--- src/rtl/alu_uart_sequencer.sv ---
// alu_uart_sequencer
// Frame controller sitting between the UART and the ALU operand registers.
// Receives operand A, operand B and an opcode byte, pulses the matching
// register load enable for each, waits for the ALU to settle, then hands
// the captured result to the UART transmitter. Partial frames are aborted
// after an inter-byte timeout; bytes arriving while a result is in flight
// are dropped and flagged as overruns.

module alu_uart_sequencer #(
  parameter int DATA_WIDTH     = 8,
  parameter int ALU_LATENCY    = 2,
  parameter int TIMEOUT_CYCLES = 50000,
  parameter int CNT_WIDTH      = 16
) (
  input  logic                  clk,
  input  logic                  reset,
  input  logic [DATA_WIDTH-1:0] rx_data,
  input  logic                  rx_valid,
  input  logic [DATA_WIDTH-1:0] alu_result,
  input  logic                  tx_busy,
  input  logic                  tx_done,
  output logic [DATA_WIDTH-1:0] reg_data,
  output logic                  load_a,
  output logic                  load_b,
  output logic                  load_op,
  output logic [DATA_WIDTH-1:0] tx_data,
  output logic                  tx_start,
  output logic                  busy,
  output logic                  timeout,
  output logic                  overrun,
  output logic [2:0]            state_dbg,
  output logic [7:0]            frame_count
);

  localparam logic [2:0] S_IDLE    = 3'd0;
  localparam logic [2:0] S_WAIT_B  = 3'd1;
  localparam logic [2:0] S_WAIT_OP = 3'd2;
  localparam logic [2:0] S_EXEC    = 3'd3;
  localparam logic [2:0] S_SEND    = 3'd4;
  localparam logic [2:0] S_WAIT_TX = 3'd5;

  // A zero timeout disables the abort entirely, so the wrapped value of
  // TIMEOUT_LAST is never looked at in that configuration.
  localparam bit                   TIMEOUT_EN   = (TIMEOUT_CYCLES != 0);
  localparam logic [CNT_WIDTH-1:0] TIMEOUT_LAST = CNT_WIDTH'(TIMEOUT_CYCLES - 1);
  localparam logic [CNT_WIDTH-1:0] LATENCY_LAST = CNT_WIDTH'(ALU_LATENCY - 1);
  localparam logic [CNT_WIDTH-1:0] CNT_ONE      = CNT_WIDTH'(1);

  logic [2:0]            r_state;
  logic [CNT_WIDTH-1:0]  r_cnt;
  logic [DATA_WIDTH-1:0] r_regData;
  logic [DATA_WIDTH-1:0] r_txData;
  logic                  r_loadA;
  logic                  r_loadB;
  logic                  r_loadOp;
  logic                  r_txStart;
  logic                  r_busy;
  logic                  r_timeout;
  logic                  r_overrun;
  logic [7:0]            r_frameCount;

  logic [2:0]            w_nextState;
  logic [CNT_WIDTH-1:0]  w_nextCnt;
  logic                  w_loadA;
  logic                  w_loadB;
  logic                  w_loadOp;
  logic                  w_txStart;
  logic                  w_timeout;
  logic                  w_overrun;
  logic                  w_capture;
  logic                  w_frameDone;

  // Next-state and strobe decode; the single counter serves both the inter-byte timeout and the ALU settle wait.
  always_comb begin
    w_nextState = r_state;
    w_nextCnt   = r_cnt;
    w_loadA     = 1'b0;
    w_loadB     = 1'b0;
    w_loadOp    = 1'b0;
    w_txStart   = 1'b0;
    w_timeout   = 1'b0;
    w_overrun   = 1'b0;
    w_capture   = 1'b0;
    w_frameDone = 1'b0;
    case (r_state)
      S_IDLE: begin
        w_nextCnt = '0;
        if (rx_valid) begin
          w_loadA     = 1'b1;
          w_nextState = S_WAIT_B;
        end
      end
      S_WAIT_B, S_WAIT_OP: begin
        if (rx_valid) begin
          if (r_state == S_WAIT_B) begin
            w_loadB     = 1'b1;
            w_nextState = S_WAIT_OP;
          end else begin
            w_loadOp    = 1'b1;
            w_nextState = S_EXEC;
          end
          w_nextCnt = '0;
        end else if (TIMEOUT_EN) begin
          if (r_cnt == TIMEOUT_LAST) begin
            w_timeout   = 1'b1;
            w_nextState = S_IDLE;
            w_nextCnt   = '0;
          end else begin
            w_nextCnt = r_cnt + CNT_ONE;
          end
        end
      end
      S_EXEC: begin
        w_overrun = rx_valid;
        if (r_cnt == LATENCY_LAST) begin
          w_capture   = 1'b1;
          w_nextState = S_SEND;
          w_nextCnt   = '0;
        end else begin
          w_nextCnt = r_cnt + CNT_ONE;
        end
      end
      S_SEND: begin
        w_overrun = rx_valid;
        if (!tx_busy) begin
          w_txStart   = 1'b1;
          w_nextState = S_WAIT_TX;
        end
      end
      S_WAIT_TX: begin
        w_overrun = rx_valid;
        if (tx_done) begin
          w_frameDone = 1'b1;
          w_nextState = S_IDLE;
        end
      end
      default: begin
        w_nextState = S_IDLE;
        w_nextCnt   = '0;
      end
    endcase
  end

  // Register every output so the downstream registers and transmitter see glitch-free one-cycle strobes.
  always_ff @(posedge clk or posedge reset) begin
    if (reset) begin
      r_state      <= S_IDLE;
      r_cnt        <= '0;
      r_regData    <= '0;
      r_txData     <= '0;
      r_loadA      <= 1'b0;
      r_loadB      <= 1'b0;
      r_loadOp     <= 1'b0;
      r_txStart    <= 1'b0;
      r_busy       <= 1'b0;
      r_timeout    <= 1'b0;
      r_overrun    <= 1'b0;
      r_frameCount <= 8'd0;
    end else begin
      r_state   <= w_nextState;
      r_cnt     <= w_nextCnt;
      r_loadA   <= w_loadA;
      r_loadB   <= w_loadB;
      r_loadOp  <= w_loadOp;
      r_txStart <= w_txStart;
      r_timeout <= w_timeout;
      r_overrun <= w_overrun;
      r_busy    <= (w_nextState != S_IDLE);
      if (w_loadA || w_loadB || w_loadOp) begin
        r_regData <= rx_data;
      end
      if (w_capture) begin
        r_txData <= alu_result;
      end
      if (w_frameDone) begin
        r_frameCount <= r_frameCount + 8'd1;
      end
    end
  end

  assign reg_data    = r_regData;
  assign load_a      = r_loadA;
  assign load_b      = r_loadB;
  assign load_op     = r_loadOp;
  assign tx_data     = r_txData;
  assign tx_start    = r_txStart;
  assign busy        = r_busy;
  assign timeout     = r_timeout;
  assign overrun     = r_overrun;
  assign state_dbg   = r_state;
  assign frame_count = r_frameCount;

endmodule

--- config.mk ---
export PLATFORM = sky130hd
export DESIGN_NAME = alu_uart_sequencer
export DESIGN_NICKNAME = d
export VERILOG_FILES = /design/src/rtl/alu_uart_sequencer.sv
export SDC_FILE = /design/constraint.sdc
export NUM_CORES = 1
export LEC_CHECK = 0
export BUFFER_PORTS_ARGS = -buffer_cell sky130_fd_sc_hd__buf_2
export CORE_ASPECT_RATIO = 0.75
export CORE_MARGIN = 2
export CORE_UTILIZATION = 50
export CTS_CLUSTER_DIAMETER = 30
export DETAILED_ROUTE_END_ITERATION = 8
export PLACE_DENSITY_LB_ADDON = 0.25
export SYNTH_ARGS = -nofsm -noshare
export SYNTH_HDL_FRONTEND = slang
export SYNTH_SLANG_ARGS = --single-unit
--- constraint.sdc ---
create_clock -name clk -period 6.7 [get_ports clk]
set_input_delay 1.675 -clock clk [delete_from_list [all_inputs] [get_ports clk]]
set_output_delay 1.675 -clock clk [all_outputs]
set_load 0.1 [all_outputs]
=== Yosys cells after proc, flatten, opt, wreduce, memory -nomap -nowiden ===
Cells that the tools add are included.

* Flip-flop bits (word level): 50

* Reduce and logical (&&, ||, !) cells: 7
* $add $sub $neg: 2
* Equality and inequality tests: 7
* Mux-type cells: 30

{| class="wikitable"
|+ Operator list
! kind !! number
|-
| $mux W16 || 3
|-
| $pmux W16 S3 || 1
|-
| $mux W1 || 19
|-
| $mux W3 || 6
|-
| $add A16 B1 Y16 const B || 1
|-
| $eq A16 B1 Y1 const B || 1
|-
| $eq A16 B16 Y1 const B || 1
|-
| $pmux W3 S5 || 1
|-
| $add A8 B1 Y8 const B || 1
|-
| $eq A3 B2 Y1 const B || 2
|-
| $eq A3 B3 Y1 const B || 2
|-
| $reduce_or A2 Y1 || 2
|-
| $eq A3 B1 Y1 const B || 1
|-
| $logic_not A3 Y1 || 1
|-
| $reduce_bool A3 Y1 || 1
|-
| $reduce_or A3 Y1 || 1
|-
| $logic_or A1 B1 Y1 || 2
|}

=== Longest topological paths before layout ===
* Word-level depth: 6
* Gate-level depth with buffers: 8
* Depth with buffers taken out: 7

=== Worst setup path after synthesis ===
No wires, ideal clock.

* Kind: in2reg
* From: input rx_valid
* To: register r_busy, in the netlist busy
* Arrival time: 2840 ps
* Stages on the path: 5
* Setup slack: 3728 ps
* Buffers on the path: 0
* Cells stage by stage: or2b_2 a21o_2 a21oi_1 or4_4 or3_1

* Longest elaborated chain between the ends: 3
* Elaborated cells on any way between the ends: 4
* Those cells by class: mux: 3; reduce/logical: 1

{| class="wikitable"
|+ RTL lines
! item !! RTL line !! text
|-
| start, declared || 18 || <nowiki>input logic rx_valid,</nowiki>
|-
| $mux W3 (on tied branches) || 94, 88 ||
|-
| $pmux W3 S5 (*) || 85 || <nowiki>case (r_state)</nowiki>
|-
| via w_nextState[0] || 62 || <nowiki>logic [2:0] w_nextState;</nowiki>
|-
| $reduce_bool A3 Y1 (*) || 168 || <nowiki>r_busy <= (w_nextState != S_IDLE);</nowiki>
|-
| end signal, assigned || 168 ||
|-
| end, declared || 57 || <nowiki>logic r_busy;</nowiki>
|}

Mark *: on every way through the listed nets, which the timed path passes. The rest lies on a longest branch.
A chain may end at the register's enable or synchronous reset.

=== Worst setup path in the final report ===
* From: register r_state[0], in the netlist state_dbg[0]
* To: output state_dbg[0]

{| class="wikitable"
|+ RTL lines
! item !! RTL line !! text
|-
| start, declared || 49 || <nowiki>logic [2:0] r_state;</nowiki>
|-
| start signal, assigned || 160 || <nowiki>r_state <= w_nextState;</nowiki>
|-
| end, declared || 31 || <nowiki>output logic [2:0] state_dbg,</nowiki>
|}

No word-level cell between the ends.

==> impl_results.md <==
* Die width at about 82 µm
* Row count at 21
* Resized cells post-CTS at 0
* Final Instance Area at between 2000 and 3000 µm²
* Status: finished clean
* Ys flop type: dfrtp_1
* Slew Viols, Final at 0
* Post-DP HPWL at 3190 µm
* Yosys reg bits at 50
* Layout Nets at between 200 and 300
* Die extent in y at ~62 µm
* Syn avg cell area at 11.6 µm²
* Slew @ Worst Pin at a little under 1 ns
* Core Box Area at 4410 µm²
* Final wirelength at 4400 µm
* # diodes at 0
* Initial core utilization at about half
* DR WL/cell at 14.2 µm
* Layout Utilization at between 60 and 70%
* # Max-Cap Violations at 0
* Crit path cell chain: buf_2
* Post-synthesis cell area at 2280 µm²
* DR DRC count at 0
* Fin. Hold Viols at 0
* Synth Area in Simple Gates at around 19%
* Slew headroom at roughly a third
* Worst hold start: frame_count[7]
* FF/Latch Area at around 1300 µm²
* Initial antenna violation count at 0
* Cells after Synth at roughly 200
* Total setup buffers inserted after CTS at 0
* Global-route wire length before repair at around 7500 µm
* Setup crit start kind: register
* Vias per Instance at about 5.3
* Hold Buf Count CTS at 0
* CTS Buffer Depth at 2
* Num Clock Sinks at 50
* Mapped Nets at approximately 220
* I/O Pins at 55
* Fraction of the mapped netlist area in adder cells at 1.65%
* Period utilization at a little under half
* CP Data Required Time at ~5.0 ns
* Crit Path Max Fanout at 14
* Final global-route overflow total at 0
* Setup TNS Final at 0 ns
* Number of buffers created by CTS at 5
* Peak Freq at roughly 0.32 GHz
* EDFF count, synth at 0
* Main combinational cell family by area after synthesis: simple AND/OR/NAND/NOR gates
* Hold WC Path Type: reg -> reg
* Layout cells sized above 1 at approximately a third
* Sequential fraction of the synthesis area at ~55%
* Final ANT Viol Nets at 0
* Die ar. at slightly above 5000 µm²
* Synth Area in Compound Gates at slightly above 5%
* Ys async rst share at 100%
* Yosys warns at 0
* Placed cell areas at between 2000 and 3000 µm²
* Drt first pass iters at 4
* CP Capture Type: output port
* Crit path buffers/inverters at 1
* Clock Latency Late Sink at 0.31 ns
* Vias in the first global route at 1595
* DR vias at 1657
* RSZ-0062 raised after global routing: false
* CTS tree: built
* Clock transition at path regs at approximately 0.08 ns
* Crit-path slowest cell: dfrtp_1
* # setup viols final at 0
* Fillers at between 300 and 400
* Type of the worst setup path: reg -> out
* Reg-to-reg startpoint: r_cnt[1]
* Max stage delay on crit path at a little under 0.6 ns
* Critical Path AT at 1.41 ns
* Gpl congestion at roughly 0.8
* Port bufs at 54
* Crit-path leading delay family: flip-flops
* H-tree depth at 2
* Largest net degree at the start of global routing at 51
* Multi-input gate area at 962 µm²
* CP startpoint: state_dbg[0]
* GRT Total Usage at between 10% and 20%
* Syn-to-layout area delta at 18.0%
* Final Skew at about 0.0045 ns
* Initial drt markers at between 100 and 150
* Synth Area in XOR/XNOR at approximately 7.3%
* Min Tclk post-route at 3.09 ns
* Netlist cell types at 43
* Post-synthesis mux area share at under 10%
* CTS root buf: clkbuf_8
## metal layers
metal / GRT usage [%] / routed length, µm / vias to the layer above
li1: - / - / 798
met1: 28.7 / 2160 / 796
met2: 25.5 / 1870 / 56
met3: 5.92 / 305 / 7
met4: 7.71 / 67 / 0
met5: 0 / 0 / -
## per-stage QoR
stage / hold slack, ns / instances / setup WS (ns)
5_1_grt: 0.517 / 310 / 3.58
4_1_cts: 0.500 / 310 / 3.62
6_report: 0.502 / 310 / 3.61
2_1_floorplan: 0.483 / 197 / 3.73
3_5_place_dp: 0.488 / 302 / 3.51
3_3_place_gp: 0.457 / 302 / 3.55
## layout by cell type (no fill, tap or decap), types with 2 or more instances in the layout
cell / count
buf_2: 54
dfrtp_1: 50
nor2_1: 23
mux2_2: 17
nand2_1: 13
xnor2_1: 10
xor2_1: 9
nand4_1: 8
inv_1: 5
and3_1: 5
clkbuf_8: 5
nor4_1: 4
nor3_1: 4
or4_4: 3
or2b_2: 3
nand3_1: 3
ha_1: 3
and3b_1: 2
a21o_1: 2
a31oi_1: 2
nand2b_1: 2
and4_1: 2
a21oi_1: 2
## final timing paths
kind | to | slack, ns | cells past startpoint
max in group asynchronous | r_cnt[0] | 4.50 | 2
worst min-delay path | frame_count[7] | 0.50 | 1
worst max register to register | busy | 4.11 | 6
worst max-delay path | state_dbg[0] | 3.61 | 1
min in group asynchronous | tx_data[0] | 1.59 | 2
worst min register to register | frame_count[7] | 0.50 | 1
## cell type report
class	instances	share of cell area, %
Clock inverter	2	1.40
Clock buffer	6	2.70
Sequential cell	50	46.6
Tap cell	57	2.65
Multi-Input combinational cell	135	35.8
Inverter	6	0.838
Timing Repair Buffer	54	10.1
## cell families (layout without fill, tap and decap cells)
group / Yosys count / after routing
AND/OR/NAND/NOR: 80 / 80
flip-flops: 50 / 50
XOR/XNOR: 19 / 19
multiplexers: 18 / 18
AO/OA/AOI/OAI: 15 / 15
buffers and inverters: 12 / 68
adder cells (fa/ha/maj): 3 / 3
## sequential cells by signal, indices dropped and copies added (netlist names)
register / cells
busy: 1
frame_count: 8
load_a: 1
load_b: 1
load_op: 1
overrun: 1
r_cnt: 16
reg_data: 8
state_dbg: 3
timeout: 1
tx_data: 8
tx_start: 1
## cells in the mapped netlist, drive strengths merged, types with 4 or more instances
cell	instances	area (µm²)
and3	5	31.3
dfrtp	50	1250
inv	6	22.5
mux2	17	191
nand2	14	55.1
nand4	8	50.1
nor2	23	86.3
nor3	4	20.0
nor4	4	25.0
or4	4	41.3
xnor2	10	87.6
xor2	9	78.8
Power is left out: the tool's default activity adds up to more than one toggle a clock period on the data nets, which glitch-free logic cannot reach.
